===== src/rtl/uart_byte_receiver.sv =====
// ----------------------------------------------------------------------------
// uart_byte_receiver
//
// Purpose:
//    Upstream stage of the GPS receiver. Deserialises the asynchronous 8N1
//    serial line from the GPS module into bytes. Each good byte is presented
//    on `data` together with a one-cycle `load` strobe, which feed the
//    NMEA/GPZDA parser directly. A stop bit sampled low discards the byte,
//    pulses `frame_error`, and then waits for the line to return high, so that
//    a held-low (break) line is not decoded as a stream of 0x00 frames.
//    Short low glitches that do not last until the middle of the start bit
//    are rejected without any strobe.
//
// Parameters:
//    B             data bits per frame (LSB first, no parity, 1 stop bit)
//    ClocksPerBit  clock cycles per serial bit (>= 4)
//
// Ports:
//    clock        in   1  system clock
//    reset        in   1  synchronous, active-high reset
//    rx           in   1  raw serial line, idle high, asynchronous to clock
//    load         out  1  one-cycle strobe: `data` holds a newly received byte
//    data         out  B  last good byte, stable until the next `load`
//    frame_error  out  1  one-cycle strobe: stop bit sampled low, byte dropped
//    busy         out  1  high whenever the receiver is not idle
// ----------------------------------------------------------------------------
module uart_byte_receiver #(
   parameter int B            = 8,
   parameter int ClocksPerBit = 10417
) (
   input  logic         clock,
   input  logic         reset,
   input  logic         rx,
   output logic         load,
   output logic [B-1:0] data,
   output logic         frame_error,
   output logic         busy
);

   localparam int CntW = $clog2(ClocksPerBit);
   localparam int IdxW = $clog2(B);

   // The start bit is checked half a bit in; every later sample is one full
   // bit after the previous one, which lands each sample on its bit centre.
   localparam logic [CntW-1:0] HalfLast = CntW'(ClocksPerBit / 2 - 1);
   localparam logic [CntW-1:0] BitLast  = CntW'(ClocksPerBit - 1);
   localparam logic [IdxW-1:0] IdxLast  = IdxW'(B - 1);

   typedef enum logic [2:0] {
      S_Idle,
      S_Start,
      S_Data,
      S_Stop,
      S_Break
   } state_t;

   state_t            state,       state_next;
   logic [CntW-1:0]   cnt,         cnt_next;
   logic [IdxW-1:0]   bit_idx,     bit_idx_next;
   logic [B-1:0]      shift,       shift_next;
   logic [B-1:0]      data_next;
   logic              load_next;
   logic              frame_error_next;

   logic              rx_meta;
   logic              rx_s;

   // Two-flop synchroniser for the asynchronous line. Both flops reset high
   // so that reset itself never looks like a falling edge / start bit.
   always_ff @(posedge clock) begin
      if (reset) begin
         rx_meta <= 1'b1;
         rx_s    <= 1'b1;
      end else begin
         rx_meta <= rx;
         rx_s    <= rx_meta;
      end
   end

   // State and datapath registers. A reset mid-frame simply drops whatever
   // partial byte was in the shift register.
   always_ff @(posedge clock) begin
      if (reset) begin
         state       <= S_Idle;
         cnt         <= '0;
         bit_idx     <= '0;
         shift       <= '0;
         data        <= '0;
         load        <= 1'b0;
         frame_error <= 1'b0;
      end else begin
         state       <= state_next;
         cnt         <= cnt_next;
         bit_idx     <= bit_idx_next;
         shift       <= shift_next;
         data        <= data_next;
         load        <= load_next;
         frame_error <= frame_error_next;
      end
   end

   // Next-state and strobe logic. The strobes default low so each one lasts a
   // single cycle; leaving S_Stop at the stop-bit centre lets a start bit that
   // follows immediately be caught with no idle gap.
   always_comb begin
      state_next       = state;
      cnt_next         = cnt;
      bit_idx_next     = bit_idx;
      shift_next       = shift;
      data_next        = data;
      load_next        = 1'b0;
      frame_error_next = 1'b0;

      case (state)
         S_Idle: begin
            if (!rx_s) begin
               state_next = S_Start;
               cnt_next   = '0;
            end
         end

         S_Start: begin
            if (cnt == HalfLast) begin
               cnt_next = '0;
               if (!rx_s) begin
                  state_next   = S_Data;
                  bit_idx_next = '0;
               end else begin
                  state_next = S_Idle;
               end
            end else begin
               cnt_next = cnt + CntW'(1);
            end
         end

         S_Data: begin
            if (cnt == BitLast) begin
               shift_next = {rx_s, shift[B-1:1]};
               cnt_next   = '0;
               if (bit_idx == IdxLast) begin
                  state_next = S_Stop;
               end else begin
                  bit_idx_next = bit_idx + IdxW'(1);
               end
            end else begin
               cnt_next = cnt + CntW'(1);
            end
         end

         S_Stop: begin
            if (cnt == BitLast) begin
               cnt_next = '0;
               if (rx_s) begin
                  load_next  = 1'b1;
                  data_next  = shift;
                  state_next = S_Idle;
               end else begin
                  frame_error_next = 1'b1;
                  state_next       = S_Break;
               end
            end else begin
               cnt_next = cnt + CntW'(1);
            end
         end

         S_Break: begin
            if (rx_s) begin
               state_next = S_Idle;
            end
         end

         default: begin
            state_next = S_Idle;
         end
      endcase
   end

   assign busy = (state != S_Idle);

endmodule

===== config.mk =====
export PLATFORM = sky130hd
export DESIGN_NAME = uart_byte_receiver
export DESIGN_NICKNAME = d
export VERILOG_FILES = /design/src/rtl/uart_byte_receiver.sv
export SDC_FILE = /design/constraint.sdc
export NUM_CORES = 1
export LEC_CHECK = 0
export BUFFER_PORTS_ARGS = -buffer_cell sky130_fd_sc_hd__buf_2
export CAP_MARGIN = 20
export CORE_MARGIN = 4
export CORE_UTILIZATION = 62
export DETAILED_ROUTE_END_ITERATION = 6
export PLACE_DENSITY_LB_ADDON = 0.05
export SYNTH_ARGS = -nofsm -noshare
export SYNTH_HDL_FRONTEND = slang
export SYNTH_SLANG_ARGS = --single-unit

===== constraint.sdc =====
create_clock -name clock -period 2.6 [get_ports clock]
set_input_delay 0.26 -clock clock [delete_from_list [all_inputs] [get_ports clock]]
set_output_delay 0.26 -clock clock [all_outputs]
set_load 0.01 [all_outputs]

==> summary.txt, run 1 <==
Synthesis
  – Post-Synthesis Cells: approximately 200
  – Sequential element share of the synthesized area: between 40% and 50%
  – Share of the synthesized area in the top cell type: a little over two fifths
  – Synth area leaders: dfxtp_1 (43%), mux2i_1 (9.6%), nor2_1 (5.0%), a22o_1 (4.2%), nand2_1 (3.2%)
  – Most used flip-flop cell after synthesis: dfxtp_1
  – FF+latch count, synth: 40
  – Mapped Nets: 206
  – Avg Inst Size Synth: approximately 9.4 sq um
  – Leading area contributor after synthesis: dfxtp_1
  – Async S/R FF share, synth: 0%
  – Warnings, synthesis: 0
  – EDFF count, synth: 0
  – Area of the mapped netlist: around 1900 sq um
  – Unique masters post-synth: 45

Clock network
  – CTS resizes: 0
  – Post CTS Setup Buffer Count: 0
  – Total CTS buffers: 5
  – CTS tree: done
  – Htree depth: 2
  – Clock-pin slew on the worst setup and hold paths: 120 ps
  – Clk_lat worst skew: ~350 ps
  – Clk root buf: clkbuf_4
  – Clk buf depth: 2
  – Cts hold-fix bufs: 0
  – Clock Sinks: 40

Die
  – Total die area: roughly 4000 sq um
  – Number of I/O pins: 14
  – Initial core utilization: about two thirds
  – Die H: ~63 microns
  – Placeable Area: ~2800 sq um
  – Die span in x: approximately 63 microns
  – # rows: 19

Global route
  – Initial antenna violation count: 0
  – Grt total ovfl: 0
  – Wire length of the first global-routing pass: approximately 6 mm
  – Global-route usage over all layers: 19.27%
  – Pin count of the biggest net entering global routing: 29
  – Vias in the first global route: between 1,000 and 1,500

Detailed routing
  – DR vias: 1,463
  – DR iter-0 viols: 78
  – Detailed Routing Iterations Pass 1: 4
  – Drt drc: 0
  – Avg WL per Cell: 14.68 microns
  – Post-DRT Antenna Nets: 0
  – Total wire length: between 3 and 4 mm
  – DR vias/cell: approximately 6.1

Timing
  – Tightest Pin Transition: 733.4 ps
  – Fmax: 0.4625 GHz
  – Final hold vios: 0
  – Worst setup margin: 438.0 ps
  – # setup viols final: 0
  – Clock period minus worst slack: between 2000 and 2500 ps
  – Setup TNS: 0 ps
  – Clock Skews: approximately 14 ps
  – Max-slew violations: 0
  – Slew HR: between 50 and 60%
  – Fin crit share: between 80% and 90%
  – Unrepaired setup endpoints after global routing: false

Setup path
  – Crit path required time: roughly 2900 ps
  – Endpoint type of the worst setup path: flop
  – Crit Path Max Fanout: 11
  – Worst Setup Path Type: flop to flop
  – Startpoint Class: flop
  – Largest stage delay, worst path: between 600 and 700 ps
  – Crit. Startpoint: rx_s
  – Worst EP arrival: about 2500 ps
  – Critical path's slowest cell: nor2_1
  – Most used cell, CP: nor2_1
  – Worst-path cell chain: nor3b_1 > nor2_1 > nor2_1 > a221o_1
  – Worst r2r src: rx_s

Power
  – Pwr Density: between 500 and 600 nW/um^2
  – Maximum VDD drop: 331.0 uV
  – Lkg Pwr: roughly 0.93 nW

Cells and area
  – Fillers: 226
  – Area added between synthesis and finish: 8.345%
  – Register area: about 800 sq um
  – Multi-input combinational cell area: around 1000 sq um
  – # diodes: 0
  – Share of cells above drive strength 1: approximately 17%
  – Final #Nets: ~220

Place
  – I/O Buffers: 13
  – HPWL Detailed: about 2.5 mm
  – Gpl congestion: between 0.8 and 0.9
  – Pre-CTS worst setup slack: 545.4 ps

Min path
  – Hold Path Class: primary input to flop
  – Min-delay src: rx

Outcome
  – Status: finished clean

Run
  – Maxcap violations: 0
-- flip-flops by register name, indices dropped and copies added (netlist names) --
signal       count
cnt             14
data             8
shift            8
bit_idx          3
state            3
frame_error      1
load             1
rx_meta          1
rx_s             1
-- Yosys cell counts, types with 2 or more instances --
library cell / number
nand4_1: 3
nand3_2: 2
nor2_1: 25
a311oi_1: 4
nor3_1: 7
and3_1: 4
buf_2: 3
nand3_1: 2
mux2i_1: 18
a21o_1: 2
dfxtp_1: 40
nand2_1: 16
nor4_1: 2
nor3b_1: 2
inv_1: 6
a22o_1: 9
xor2_1: 4
clkbuf_1: 5
o21ai_0: 7
a22o_2: 3
and4_2: 2
ha_1: 4
a21oi_1: 4
or2_2: 4
-- final cells by class --
type / count / area share [%]
clock buffers: 5 / 1.848
flip-flops and latches: 40 / 39.43
inverters: 6 / 1.109
repair buffers: 13 / 3.204
multi-input cells: 144 / 49.54
clock inverters: 2 / 2.957
well taps: 31 / 1.910
-- routing by layer --
metal	track usage (%)	wire length [microns]	up-vias
met5	0	0	-
met4	7.438	48	0
met3	5.396	134	4
met2	30.96	1567	33
met1	24.33	1787	678
li1	-	-	748
-- power breakdown --
part           internal, mW  switching [mW]  leakage (nW)  total, mW
clock network         0.294           0.190        0.0513      0.485
logic               0.00823          0.0227         0.555     0.0309
registers             0.615         0.00358         0.323      0.619
total                 0.918           0.217         0.929       1.13
-- worst max-delay path, delay by kind of cell (launching register included) --
family / cells / cell delay [ps]
AND/OR/NAND/NOR: 3 / 1320
AO/OA/AOI/OAI: 1 / 260
flip-flops: 1 / 510
-- cells by family (layout without fill, tap and decap cells) --
group,after synthesis,count (layout),synth area share [%]
buffers and inverters,15,26,3.605
DFF,40,40,42.72
muxes,19,19,10.21
and+or+nand+nor,80,80,23.77
adders and majority gates,4,4,2.670
AOI/OAI and AO/OA,36,36,14.69
xor gates and xnor gates,5,5,2.336
-- cells in the final DEF (no fill, tap or decap), drive strengths merged, types with 2 or more instances in the layout --
cell	instances
nand3	4
or2	4
dfxtp	40
inv	6
ha	4
and4	3
a311oi	4
buf	13
nor3	7
bufinv	2
a22o	12
clkbuf	5
and3	6
xor2	4
o21ai	7
nor3b	2
nand2	16
a21o	2
nor2	25
mux2i	18
a21oi	4
nand4	3
nor4	2
-- per-stage QoR --
stage | cell area [sq um] | util (%) | hold slack (ps) | power (mW) | cells
2_1_floorplan | 1874 | - | 363.8 | 0.6568 | 199
3_3_place_gp | 1933 | 68.33 | 398.5 | 0.6620 | 234
3_5_place_dp | 1933 | 68.33 | 406.6 | 0.6632 | 234
4_1_cts | 2031 | 71.78 | 80.46 | 1.145 | 241
5_1_grt | 2031 | 71.78 | 65.34 | 1.174 | 241
6_report | 2031 | 71.78 | 86.75 | 1.134 | 241
-- path summary, 6_finish.rpt --
| check | end | slack [ps] | cells after the start |
|---|---|---|---|
| worst min-delay path | rx_meta | 90 | 2 |
| worst min register to register | rx_s | 430 | 1 |
| worst max register to register | cnt[5] | 440 | 4 |
| worst max-delay path | cnt[5] | 440 | 4 |
Power figures use the tool's default switching activity.
==> run 2: changes to the inputs <==
--- a/config.mk
+++ b/config.mk
@@ -8,7 +8,7 @@
 export BUFFER_PORTS_ARGS = -buffer_cell sky130_fd_sc_hd__buf_2
 export CAP_MARGIN = 20
 export CORE_MARGIN = 4
-export CORE_UTILIZATION = 62
+export CORE_UTILIZATION = 53
 export DETAILED_ROUTE_END_ITERATION = 6
 export PLACE_DENSITY_LB_ADDON = 0.05
 export SYNTH_ARGS = -nofsm -noshare
==> constraint.sdc (replaced) <==
create_clock -name clock -period 1.84 [get_ports clock]
set_input_delay 0.184 -clock clock [delete_from_list [all_inputs] [get_ports clock]]
set_output_delay 0.184 -clock clock [all_outputs]
set_load 0.01 [all_outputs]
==> run 2 against run 1 <==
Against the previous run: clock-buffer cell count is the same; critical path type unchanged; die area grew 15%; sequential cell count unchanged; power is 22% higher; non-clock buffer count increased by 14; global-route usage is 0.58 points lower; first-iteration DRC count rose by 50%.
==> summary.txt, run 2 (synthesized netlist as in run 1, its figures left out) <==
Outcome
  – Status: finished clean

Power
  – Switching Fraction: 24.85% (+5.8 points)
  – Lkg Pwr: 0.9738 nW (+4.9%)
  – Power Total: 1.387 mW (+22%)
  – NetSw: 344.6 uW (+59%)
  – Power share of the sequential group: 62.9% (+8.3 points)
  – Pwr Density: 646.0 nW/um^2 (+16%)
  – Maximum VDD drop: 519.4 uV (+57%)
  – P_int: 1.042 mW (+14%)
  – Share of total power in the clock network: 32.7% (-10 points)
  – Logic pwr share: 4.4% (+1.7 points)

Detailed routing
  – Top sig layer: met4
  – Detailed Routing Iterations Pass 1: 4 (unchanged)
  – Post-Route M1 WL: 1.802 mm (+0.84%)
  – DR vias: 1,543 (+5.5%)
  – Total wire length: 3.716 mm (+5.0%)
  – Drt drc: 0 (unchanged)
  – DR iter-0 viols: 117 (+50%)
  – Avg WL per Cell: 13.71 microns (-6.6%)
  – WL met3: 185 microns (+38%)
  – Routed wl met2: 1.666 mm (+6.3%)
  – DR vias/cell: 5.694 (-6.2%)
  – Post-DRT Antenna Nets: 0 (unchanged)

Global route
  – Initial antenna violation count: 0 (unchanged)
  – Wire length of the first global-routing pass: 6.403 mm (+3.9%)
  – Grt total ovfl: 0 (unchanged)
  – Pin count of the biggest net entering global routing: 24 (-17%)
  – Global-route usage over all layers: 18.70% (-0.58 points)
  – Vias in the first global route: 1,391 (-1.6%)

Place
  – Gpl congestion: 0.8942 (+3.5%)
  – I/O Buffers: 13 (unchanged)
  – Area post-placement: 2049 sq um (+6.0%)
  – HPWL Detailed: 2.733 mm (+8.8%)
  – Pre-CTS worst setup slack: 23.00 ps (-522.4 ps)
  – Placed cell count: 262 (+12%)

Min path
  – Hold Path Class: primary input to flop

Clock network
  – Htree depth: 2 (unchanged)
  – Clock Sinks: 40 (unchanged)
  – Clk buf depth: 2 (unchanged)
  – Clock-pin slew on the worst setup and hold paths: 130 ps (about the same)
  – Total CTS buffers: 5 (unchanged)
  – Clk_lat worst skew: 360 ps (about the same)
  – CTS tree: done
  – Post CTS Setup Buffer Count: 0 (unchanged)
  – Clk root buf: clkbuf_4

Timing
  – Clock Skews: 10.33 ps (-3.393 ps)
  – Max-slew violations: 0 (unchanged)
  – Fmax: 0.5707 GHz (+23%)
  – Final hold vios: 0 (unchanged)
  – Unrepaired setup endpoints after global routing: false
  – Fin crit share: 95.23% (+12 points)
  – Hold Slack: 66.50 ps (-20.25 ps)
  – Clock period minus worst slack: 1752 ps (-409.7 ps)
  – Slew HR: 70.63% (+20 points)
  – Tightest Pin Transition: 439.6 ps (-293.9 ps)
  – # setup viols final: 0 (unchanged)
  – Setup TNS: 0 ps (unchanged)
  – Worst setup margin: 87.75 ps (-350.3 ps)

Setup path
  – Worst EP arrival: 2000 ps (-450 ps)
  – Worst-path cell chain: inv_1 > ha_1 > nor2b_1 > and4_4 > a31o_1 > and3_4 > mux2_2
  – Startpoint Class: flop
  – Crit Path Max Fanout: 5 (-6)
  – Worst Setup Path Type: flop to flop
  – CP delay by family, top: simple AND/OR/NAND/NOR gates
  – Crit path required time: 2090 ps (-800 ps)
  – Endpoint type of the worst setup path: flop
  – Largest stage delay, worst path: 370 ps (-240 ps)
  – Critical path's slowest cell: dfxtp_2
  – WP buf/inv: 1 (+1)

Run
  – Maxcap violations: 0 (unchanged)

Die
  – Total die area: 4552 sq um (+15%)
  – Placeable Area: 3363 sq um (+19%)
  – Number of I/O pins: 14 (unchanged)
  – Die span in x: 67.47 microns (+7.1%)
  – Initial core utilization: 55.73% (-11 points)
  – # rows: 21 (+2)
  – Die H: 67.47 microns (+7.1%)

Cells and area
  – Final Util: 63.84% (-7.9 points)
  – Fillers: 320 (+42%)
  – Largest reg by FF count: cnt
  – Layout Cells excl Fill: 271 (+12%)
  – Share of cells above drive strength 1: 25.33% (+8.2 points)
  – # diodes: 0 (unchanged)
  – Commonest non-fill, non-tap cells in the layout: dfxtp_1 (39), nor2_1 (24), mux2i_1 (18), nand2_1 (16)
  – Final #Nets: 231 (+6.5%)
  – Cell area after layout: 2147 sq um (+5.7%)
  – Commonest non-fill, non-tap cell in the layout: dfxtp_1
  – Largest register FFs: 14 (unchanged)
  – Area added between synthesis and finish: 14.55%
  – Largest regs: cnt (14), data (8), shift (8)
run 2: changes by cell type in the layout (fill, tap and decap cells not counted), sizes merged:
cell,delta
buf,+13
bufinv,-2
clkinvlp,+2
clkinv,+1
dlygate4sd3,+1
run 2: repair_timing:
item | 4_1_cts | 5_1_grt
endpoints found under the hold margin | 1 | 0
endpoints found under the setup margin | 1 | 21
cloned | 0 | 0
gates resized for setup | 1 | 8
hold buffers | 1 | 0
run 2: per-layer routing:
layer / global-route usage [%] / up-vias
li1: - / 770
met5: 0 / -
met3: 4.992 / 6
met2: 26.73 / 35
met1: 26.41 / 732
met4: 7.595 / 0
run 2: worst register-to-register path, cell delays in order (launching register included):
cell	delay, ps
dfxtp_2	370
inv_1	70
ha_1	190
nor2b_1	130
and4_4	200
a31o_1	240
and3_4	190
mux2_2	250
run 2: worst paths after layout:
path | start | to | cells past startpoint | slack (ps)
worst min-delay path | reset | cnt[13] | 2 | 70
worst min register to register | rx_meta | rx_s | 1 | 430
worst max register to register | cnt[0] | bit_idx[0] | 7 | 90
worst max-delay path | cnt[0] | bit_idx[0] | 7 | 90
run 2: layout make-up:
cell class	instances	area (sq um)	area share, %
clock inverters	3	23.77	1.107
inverters	6	22.52	1.049
repair buffers	27	172.7	8.042
well taps	46	57.56	2.681
flip-flops and latches	40	802.0	37.35
clock buffers	5	37.54	1.748
multi-input cells	144	1031	48.02
run 2: power by group through the flow:
stage	Sequential (mW)	Combinational [mW]	Clock [mW]
after detailed placement	0.892	0.0564	0
final	0.873	0.0604	0.454
after global placement	0.892	0.0551	0
after CTS	0.873	0.0586	0.471
after floorplan	0.891	0.0369	0
after global routing	0.874	0.0671	0.497
